File: src/rtl/result_vote.sv
// Sliding-window majority vote over the classifier's per-frame class, holding a decision until a winner reaches THRESH votes.
// Optional: define RESULT_VOTE_CHANGE_ONLY_EN to strobe vote_dv only when the held decision changes or is first established.
module result_vote #(
  parameter int WIN    = 8,
  parameter int AW     = 3,
  parameter int CW     = 4,
  parameter int THRESH = 5
) (
  input  logic          clk,
  input  logic          reset,
  input  logic          result_dv,
  input  logic [1:0]    result,
  input  logic          clear,
  output logic          vote_dv,
  output logic [1:0]    vote,
  output logic [CW-1:0] vote_cnt,
  output logic          vote_valid
);

  typedef enum logic {FILL, RUN} state_t;

  state_t        r_state, w_nextState;
  logic [1:0]    r_ring [WIN];
  logic [AW-1:0] r_wrPtr;
  logic [CW-1:0] r_fill;
  logic [CW-1:0] r_cnt [4];
  logic [CW-1:0] w_cntNext [4];
  logic          w_accept, w_lastFill, w_eval;
  logic [1:0]    w_outgoing;
  logic [1:0]    w_argCls;
  logic [CW-1:0] w_argCnt;
  logic          r_bValid;
  logic [1:0]    r_winCls;
  logic [CW-1:0] r_winCnt;
  logic          w_update, w_dvNext;

  assign w_accept   = result_dv & ~clear;
  assign w_outgoing = r_ring[r_wrPtr];
  assign w_lastFill = (r_fill == CW'(WIN - 1));
  assign w_eval     = w_accept & ((r_state == RUN) | w_lastFill);

  always_comb begin
    w_nextState = r_state;
    if (clear)
      w_nextState = FILL;
    else if (r_state == FILL && w_accept && w_lastFill)
      w_nextState = RUN;
  end

  always_ff @(posedge clk or negedge reset) begin
    if (!reset) r_state <= FILL;
    else        r_state <= w_nextState;
  end

  // Outgoing and incoming on the same class cancel, so a counter never exceeds WIN or drops below 0.
  always_comb begin
    for (int c = 0; c < 4; c++) begin
      w_cntNext[c] = r_cnt[c];
      if ((w_accept && result == 2'(c)) &&
          !(w_accept && r_state == RUN && w_outgoing == 2'(c)))
        w_cntNext[c] = r_cnt[c] + CW'(1);
      else if (!(w_accept && result == 2'(c)) &&
               (w_accept && r_state == RUN && w_outgoing == 2'(c)))
        w_cntNext[c] = r_cnt[c] - CW'(1);
    end
  end

  always_comb begin
    w_argCls = 2'd0;
    w_argCnt = w_cntNext[0];
    for (int c = 1; c < 4; c++) begin
      if (w_cntNext[c] > w_argCnt) begin
        w_argCnt = w_cntNext[c];
        w_argCls = 2'(c);
      end
    end
  end

  always_ff @(posedge clk) begin
    if (w_accept) r_ring[r_wrPtr] <= result;
  end

  always_ff @(posedge clk or negedge reset) begin
    if (!reset) begin
      r_wrPtr <= '0;
      r_fill  <= '0;
      for (int c = 0; c < 4; c++) r_cnt[c] <= '0;
    end else if (clear) begin
      r_wrPtr <= '0;
      r_fill  <= '0;
      for (int c = 0; c < 4; c++) r_cnt[c] <= '0;
    end else begin
      if (w_accept) begin
        r_wrPtr <= r_wrPtr + AW'(1);
        if (r_state == FILL) r_fill <= r_fill + CW'(1);
      end
      for (int c = 0; c < 4; c++) r_cnt[c] <= w_cntNext[c];
    end
  end

  always_ff @(posedge clk or negedge reset) begin
    if (!reset) begin
      r_bValid <= 1'b0;
      r_winCls <= 2'd0;
      r_winCnt <= '0;
    end else begin
      r_bValid <= w_eval;
      if (w_eval) begin
        r_winCls <= w_argCls;
        r_winCnt <= w_argCnt;
      end
    end
  end

  assign w_update = (r_winCnt >= CW'(THRESH)) && ((r_winCls != vote) || !vote_valid);

`ifdef RESULT_VOTE_CHANGE_ONLY_EN
  assign w_dvNext = r_bValid & w_update;
`else
  assign w_dvNext = r_bValid;
`endif

  // A clear kills the evaluation sitting in stage B; vote and vote_cnt keep their last values.
  always_ff @(posedge clk or negedge reset) begin
    if (!reset) begin
      vote_dv    <= 1'b0;
      vote       <= 2'd0;
      vote_cnt   <= '0;
      vote_valid <= 1'b0;
    end else if (clear) begin
      vote_dv    <= 1'b0;
      vote_valid <= 1'b0;
    end else begin
      vote_dv <= w_dvNext;
      if (r_bValid) begin
        vote_cnt <= r_winCnt;
        if (w_update) begin
          vote       <= r_winCls;
          vote_valid <= 1'b1;
        end
      end
    end
  end

endmodule

File: config.mk
export PLATFORM = sky130hd
export DESIGN_NAME = result_vote
export DESIGN_NICKNAME = d
export VERILOG_FILES = /design/src/rtl/result_vote.sv
export SDC_FILE = /design/constraint.sdc
export NUM_CORES = 1
export LEC_CHECK = 0
export BUFFER_PORTS_ARGS = -buffer_cell sky130_fd_sc_hd__buf_2
export CORE_ASPECT_RATIO = 1.4
export CORE_MARGIN = 2
export CORE_UTILIZATION = 55
export CTS_BUF_LIST = sky130_fd_sc_hd__clkbuf_16
export DETAILED_ROUTE_END_ITERATION = 8
export HOLD_SLACK_MARGIN = 0.1
export PLACE_DENSITY_LB_ADDON = 0.15
export SLEW_MARGIN = 30
export SYNTH_ARGS = -nofsm -noshare
export SYNTH_HDL_FRONTEND = slang
export SYNTH_SLANG_ARGS = --single-unit
File: constraint.sdc
create_clock -name clk -period 8.65 [get_ports clk]
set_clock_uncertainty 0.05 [all_clocks]
set_input_delay 0.865 -clock clk [delete_from_list [all_inputs] [get_ports clk]]
set_output_delay 0.865 -clock clk [all_outputs]
set_load 0.005 [all_outputs]
* After elaboration in Yosys (flattened, before gate mapping)
Memory sizes are Yosys's and may differ from the RTL's.
Cells that the tools add are included.
** Storage, ports and cells
- Memory bits (writable) :: 16
- Register bits :: 39
- Memories :: 1
** Cells by class
- Reduce and logical (&&, ||, !) cells :: 40
- Mux-type cells :: 28
- Bitwise gates (word level) :: 5
- Equal/unequal tests :: 9
- $lt $le $gt $ge :: 4
- Add/subtract/negate cells :: 10
** Memory list
- r_ring :: words 8, width 2, rd ports 1, clocked after memory_dff 0, write ports 1, RTL line 23 : logic [1:0] r_ring [WIN];
** Operators by type and width (count)
- $mux 4 :: 14
- $add 4x1->4 const B :: 5
- $logic_and 1x1->1 :: 20
- $mux 16 :: 1
- $sub 4x1->4 const B :: 4
- $gt 4x4->1 :: 3
- $logic_not 1->1 :: 9
- $mux 1 :: 9
- $eq 2x2->1 const B :: 4
- $reduce_bool 2->1 :: 4
- $mux 3 :: 2
- $reduce_and 2->1 :: 3
- $eq 2x1->1 const B :: 2
- $eq 4x3->1 const B :: 1
- $ge 4x3->1 const B :: 1
- $logic_not 2->1 :: 2
- $mux 2 :: 2
- $add 3x1->3 const B :: 1
- $reduce_and 3->1 :: 1
- $and 1x1->1 :: 2
- $ne 2x2->1 :: 1
- $ne 2x2->1 const B :: 1
- $not 1->1 :: 2
- $logic_or 1x1->1 :: 1
- $or 1x1->1 :: 1

* Longest topological paths before layout
- Depth after elaboration :: 13
- Depth in mapped cells :: 36
- Depth with buffers taken out :: 34

* Worst setup path before layout
Ideal clock, no wire load.
- Path kind :: input -> register
- Start point :: input port clear
- End point :: register r_winCnt[0]
- Stages :: 35
- Path slack :: 2.027 ns
- Path buffers :: 2
- Library setup time :: 0.120 ns
- Data arrival time :: 6.453 ns
- Path through :: clkbuf_1 -> nor2b_1 -> clkbuf_2 -> nand2_1 -> a211oi_4 -> maj3_1 -> nor2_1 -> a21oi_1 -> inv_1 -> ha_1 -> a21oi_1 -> a211oi_1 -> a41o_1 -> a211oi_1 -> nor2_1 -> o31ai_2 -> nand2_1 -> ha_1 -> nor2b_1 -> o21ai_0 -> nand2b_1 -> a21oi_1 -> a41oi_1 -> inv_1 -> nor2_1 -> a31oi_1 -> ha_1 -> nor2b_1 -> o21ai_0 -> nand2b_1 -> a21oi_1 -> a41o_1 -> or2_2 -> o22ai_1 -> nor2_1
** Between the ends
- Longest elaborated chain between the ends :: 13
- Elaborated cells on any way between the ends :: 42
- Those cells by class :: order compare (3); mux (11); bitwise (3); reduce/logical (25)
** Ends and longest elaborated chain
- from (decl) :: RTL line 13 : input logic clear,
- $not 1->1 (no line) (*)
- $and 1x1->1 (*) :: RTL line 37 : assign w_accept = result_dv & ~clear;
- $logic_and 1x1->1 (on tied branches)
- $logic_not 1->1 or $logic_and 1x1->1 (tied branches) :: RTL line 62, 60, 63
- $logic_and 1x1->1 or $logic_not 1->1 (tied branches) :: RTL line 62, 60
- $mux 4 or $logic_and 1x1->1 (tied branches) :: RTL line 62, 59
- $mux 4 :: RTL line 59 : if ((w_accept && result == 2'(c)) &&
- $gt 4x4->1 :: RTL line 72 : if (w_cntNext[c] > w_argCnt) begin
- $mux 4 :: RTL line 72
- $gt 4x4->1 :: RTL line 72
- $mux 4 :: RTL line 72
- $gt 4x4->1 :: RTL line 72
- $mux 4 :: RTL line 72
- to (signal assigned) :: RTL line 110 : r_winCnt <= w_argCnt;
- to (decl) :: RTL line 34 : logic [CW-1:0] r_winCnt;
Mark *: on every way between the ends. The rest lies on a longest branch, timed or not.
A chain may end at the register's enable or synchronous reset.

* Worst setup path after layout
- Start point :: register r_wrPtr[0]
- End point :: register r_winCnt[0]
** Between the ends
- Longest elaborated chain between the ends :: 12
- Elaborated cells on any way between the ends :: 35
- Those cells by class :: order compare (3); eq/ne (3); mux (11); reduce/logical (17); memory (1)
** Ends and longest elaborated chain
- from (decl) :: RTL line 24 : logic [AW-1:0] r_wrPtr;
- from (signal assigned) :: RTL line 94 : r_wrPtr <= r_wrPtr + AW'(1);
- $mem_v2 8x2 (*)
- $eq 2x1->1 or $logic_not 2->1 (tied branches) :: RTL line 60, 63
- $logic_and 1x1->1 :: RTL line 60, 63
- $logic_and 1x1->1 or $logic_not 1->1 (tied branches) :: RTL line 62, 60
- $mux 4 or $logic_and 1x1->1 (tied branches) :: RTL line 62, 59
- $mux 4 :: RTL line 59
- $gt 4x4->1 :: RTL line 72
- $mux 4 :: RTL line 72
- $gt 4x4->1 :: RTL line 72
- $mux 4 :: RTL line 72
- $gt 4x4->1 :: RTL line 72
- $mux 4 (*) :: RTL line 72
Marked as above.

==> key figures <==
Worst setup path
  • Critical-path top delay cell: dfrtp_1
  • CP bufs+invs: 2
  • Register-to-register setup slack: 1.21 ns
  • CP Depth: 30
  • Worst Path Max Fanout: 13
  • CP endpoint kind: flip-flop
  • End of the worst register-to-register path: r_winCnt[0]
  • Max incr delay on CP: 0.69 ns
  • Reg2Reg Launch Point: r_wrPtr[0]
  • Crit path DAT: 7.57 ns
  • Worst path top cell family by delay: compound AO/OA/AOI/OAI gates
  • Most common cell on crit path: ha_1
  • Setup CP Type: reg -> reg
  • Crit path to: r_winCnt[0]
  • Crit path required time: 8.78 ns
  • Worst r2r path cells: 30
  • CP Launch Type: flip-flop
  • Crit path from: r_wrPtr[0]

Floorplan
  • Die Area: between 0.006 and 0.007 mm^2
  • I/O pins: 14
  • Chip height: 97.3 um
  • Die width: 70.6 um
  • Initial Utilization: 0.558
  • Core ar.: a little over 0.006 mm^2
  • Row cnt: 34

Placement
  • Placed cells: 418
  • Dpl cell area: 0.00354 mm^2
  • Global placer's final weighted congestion: between 0.8 and 0.9
  • Post-DP HPWL: 4770 um
  • # port buffers: 13

Drt
  • Total number of vias: 2409
  • 1st-iter DRT viols: around 110
  • Metal3 WL: between 100 and 150 um
  • WL per Instance: 15.0 um
  • DRT Wirelength: 6410 um
  • Detailed Routing Iterations Pass 1: 4
  • Met1 WL: 2880 um
  • Max Used Layer: met4
  • Routed Antenna Nets: 0
  • Met2 routed wirelength: ~3300 um
  • Drt via density: ~5.7
  • DR DRC count: 0

Synth
  • Post-Syn Area: 0.00342 mm^2
  • Xor and xnor area share after synthesis: 0.0644
  • Simple-Gate Fraction of Synth Area: 0.194
  • Yosys cell types: 59
  • Synth Register Bits: 55
  • Mapped Nets: 367
  • Compound-Gate Fraction of Synth Area: 0.129
  • Syn_area_per_cell: 10.1 um^2
  • Synth Flop Type: dfrtp_1
  • Sequential area share after synthesis: 0.426
  • Area leader, netlist: dfrtp_1
  • Post-synthesis mux area share: 0.0607
  • Most common cell in the netlist: nor2_1
  • EDFF count, synth: 16
  • Syn. warnings: 0
  • Post-synth top cells: nor2_1 (43), dfrtp_1 (39), nand2_1 (33)
  • Main combinational cell family by area after synthesis: simple AND/OR/NAND/NOR gates
  • Async set-or-reset flop fraction in the synthesized netlist: 0.709
  • Synth top area share: 0.285
  • Ranking of synthesized cells by area: dfrtp_1 (29%), edfxtp_1 (14%), ha_1 (7.7%), nor2_1 (4.7%), nand2_1 (3.6%)
  • Synth Instances: 340
  • Adder and majority gate portion of the synthesized area: 0.0856

Final layout
  • Finished Cell Area: 0.00368 mm^2
  • Share of post-route cells with drive strength above 1: 0.110
  • Area grow syn2layout: 7.72%
  • Post-Layout Cell Count: 426
  • Finished Core Util: 0.601
  • Fill cells: 543
  • # diodes: 0
  • Layout Nets: 380

Clock tree
  • CTS tree: yes
  • Worst-Skew Late Latency: between 0.2 and 0.3 ns
  • Post-CTS Setup Repair Bufs: 0
  • Clock slew at reported path FFs: 0.07 ns
  • H-tree levels: 2
  • Clock sinks: 55
  • Post-CTS Resized: 0
  • CTS buffer count: 5
  • Clock tree root buffer cell: clkbuf_16
  • Max Root-Sink Buffers: 2
  • Post-CTS Hold Fix Bufs: 0

GRT
  • Gr ovfl total: 0
  • Largest net degree at the start of global routing: 40
  • Total Routing Usage GR: 0.206
  • Initial antenna violation count: 0
  • Vias in the first global route: 2395
  • First-pass GRT wire length: 11500 um

Timing
  • Post-Route Setup TNS: 0 ns
  • Final Slew Violations: 0
  • Worst-Margin Slew: 0.660 ns
  • RSZ-0062 raised after global routing: false
  • Slew HR: 0.554
  • Tmin final: 7.44 ns
  • Final setup vio count: 0
  • Final Hold Viols: 0
  • Fmax: about 130 MHz
  • Final period util: 0.860

Power
  • P_leak: ~1.7 nW
  • Pwr per Cell Area: 150 mW/mm^2
  • VDD IR max: 0.0000919 V

Hold path
  • Min-Delay Path Class: reg -> reg

Outcome
  • Status: finished, final reports clean

Job
  • Max Cap Viol: 0
kinds of logic (layout without fill, tap and decap cells):
kind of cell / after synthesis / count (layout)
adders and majority gates: 24 / 24
and+or+nand+nor: 133 / 133
xor gates and xnor gates: 23 / 23
muxes: 15 / 15
buffers and inverters: 34 / 48
AOI/OAI and AO/OA: 56 / 56
DFF: 55 / 55
power by group:
group / switching, mW / total [mW] / internal (mW)
clock network: 0.0896 / 0.196 / 0.106
logic: 0.0488 / 0.0802 / 0.0314
registers: 0.00652 / 0.278 / 0.272
total: 0.145 / 0.554 / 0.409
worst min-delay path, delay by kind of cell, from the launching register on:
kind	cells	cell delay (ns)
and+or+nand+nor	2	0.10
DFF	1	0.34
worst min-delay path by stage:
| stage | startpoint | end | slack (ns) | cells after the start |
|---|---|---|---|---|
| 3_5_place_dp | vote_cnt[0] | vote_cnt[0] | 0.41 | 2 |
| 3_3_place_gp | vote_cnt[2] | vote_cnt[2] | 0.41 | 2 |
| 4_1_cts | vote_cnt[0] | vote_cnt[0] | 0.43 | 2 |
| 6_report | vote_cnt[0] | vote_cnt[0] | 0.42 | 2 |
| 5_1_grt | vote_cnt[2] | vote_cnt[2] | 0.46 | 2 |
| 2_1_floorplan | r_winCnt[3] | vote_cnt[3] | 0.41 | 2 |
routing by layer:
metal	vias up	track usage
met2	30	0.351
li1	1220	-
met4	0	0.0537
met1	1152	0.278
met3	7	0.0259
met5	-	0
sequential cells by signal (all words and copies together), names as in the netlist:
signal      cells
r_bValid        1
r_cnt          16
r_fill          4
r_ring         16
r_state         1
r_winCls        2
r_winCnt        4
r_wrPtr         3
vote            2
vote_cnt        4
vote_dv         1
vote_valid      1
final cells by class:
cell class / instances / area [um^2] / area share
Clock buffer: 5 / 125 / 0.0340
Clock inverter: 3 / 16.3 / 0.00442
Inverter: 26 / 97.6 / 0.0265
Multi-Input combinational cell: 251 / 1820 / 0.495
Sequential cell: 55 / 1460 / 0.395
Tap cell: 72 / 90.1 / 0.0245
Timing Repair Buffer: 14 / 75.1 / 0.0204
through the flow:
step | power (mW) | hold WS (ns) | setup WS (ns)
after floorplan | 0.344 | 0.405 | 2.03
after global placement | 0.360 | 0.406 | 1.26
after detailed placement | 0.363 | 0.408 | 1.02
after CTS | 0.558 | 0.425 | 1.26
after global routing | 0.578 | 0.462 | 0.671
final | 0.554 | 0.423 | 1.21
cells in the final DEF (no fill, tap or decap), types with 12 or more instances in the layout:
cell type and n:
nor2_1 43, dfrtp_1 39, nand2_1 33, inv_1 27
ha_1 21, edfxtp_1 16, xnor2_1 14, a21oi_1 14
buf_2 12
Note: power is estimated with default switching activity, not from simulation.
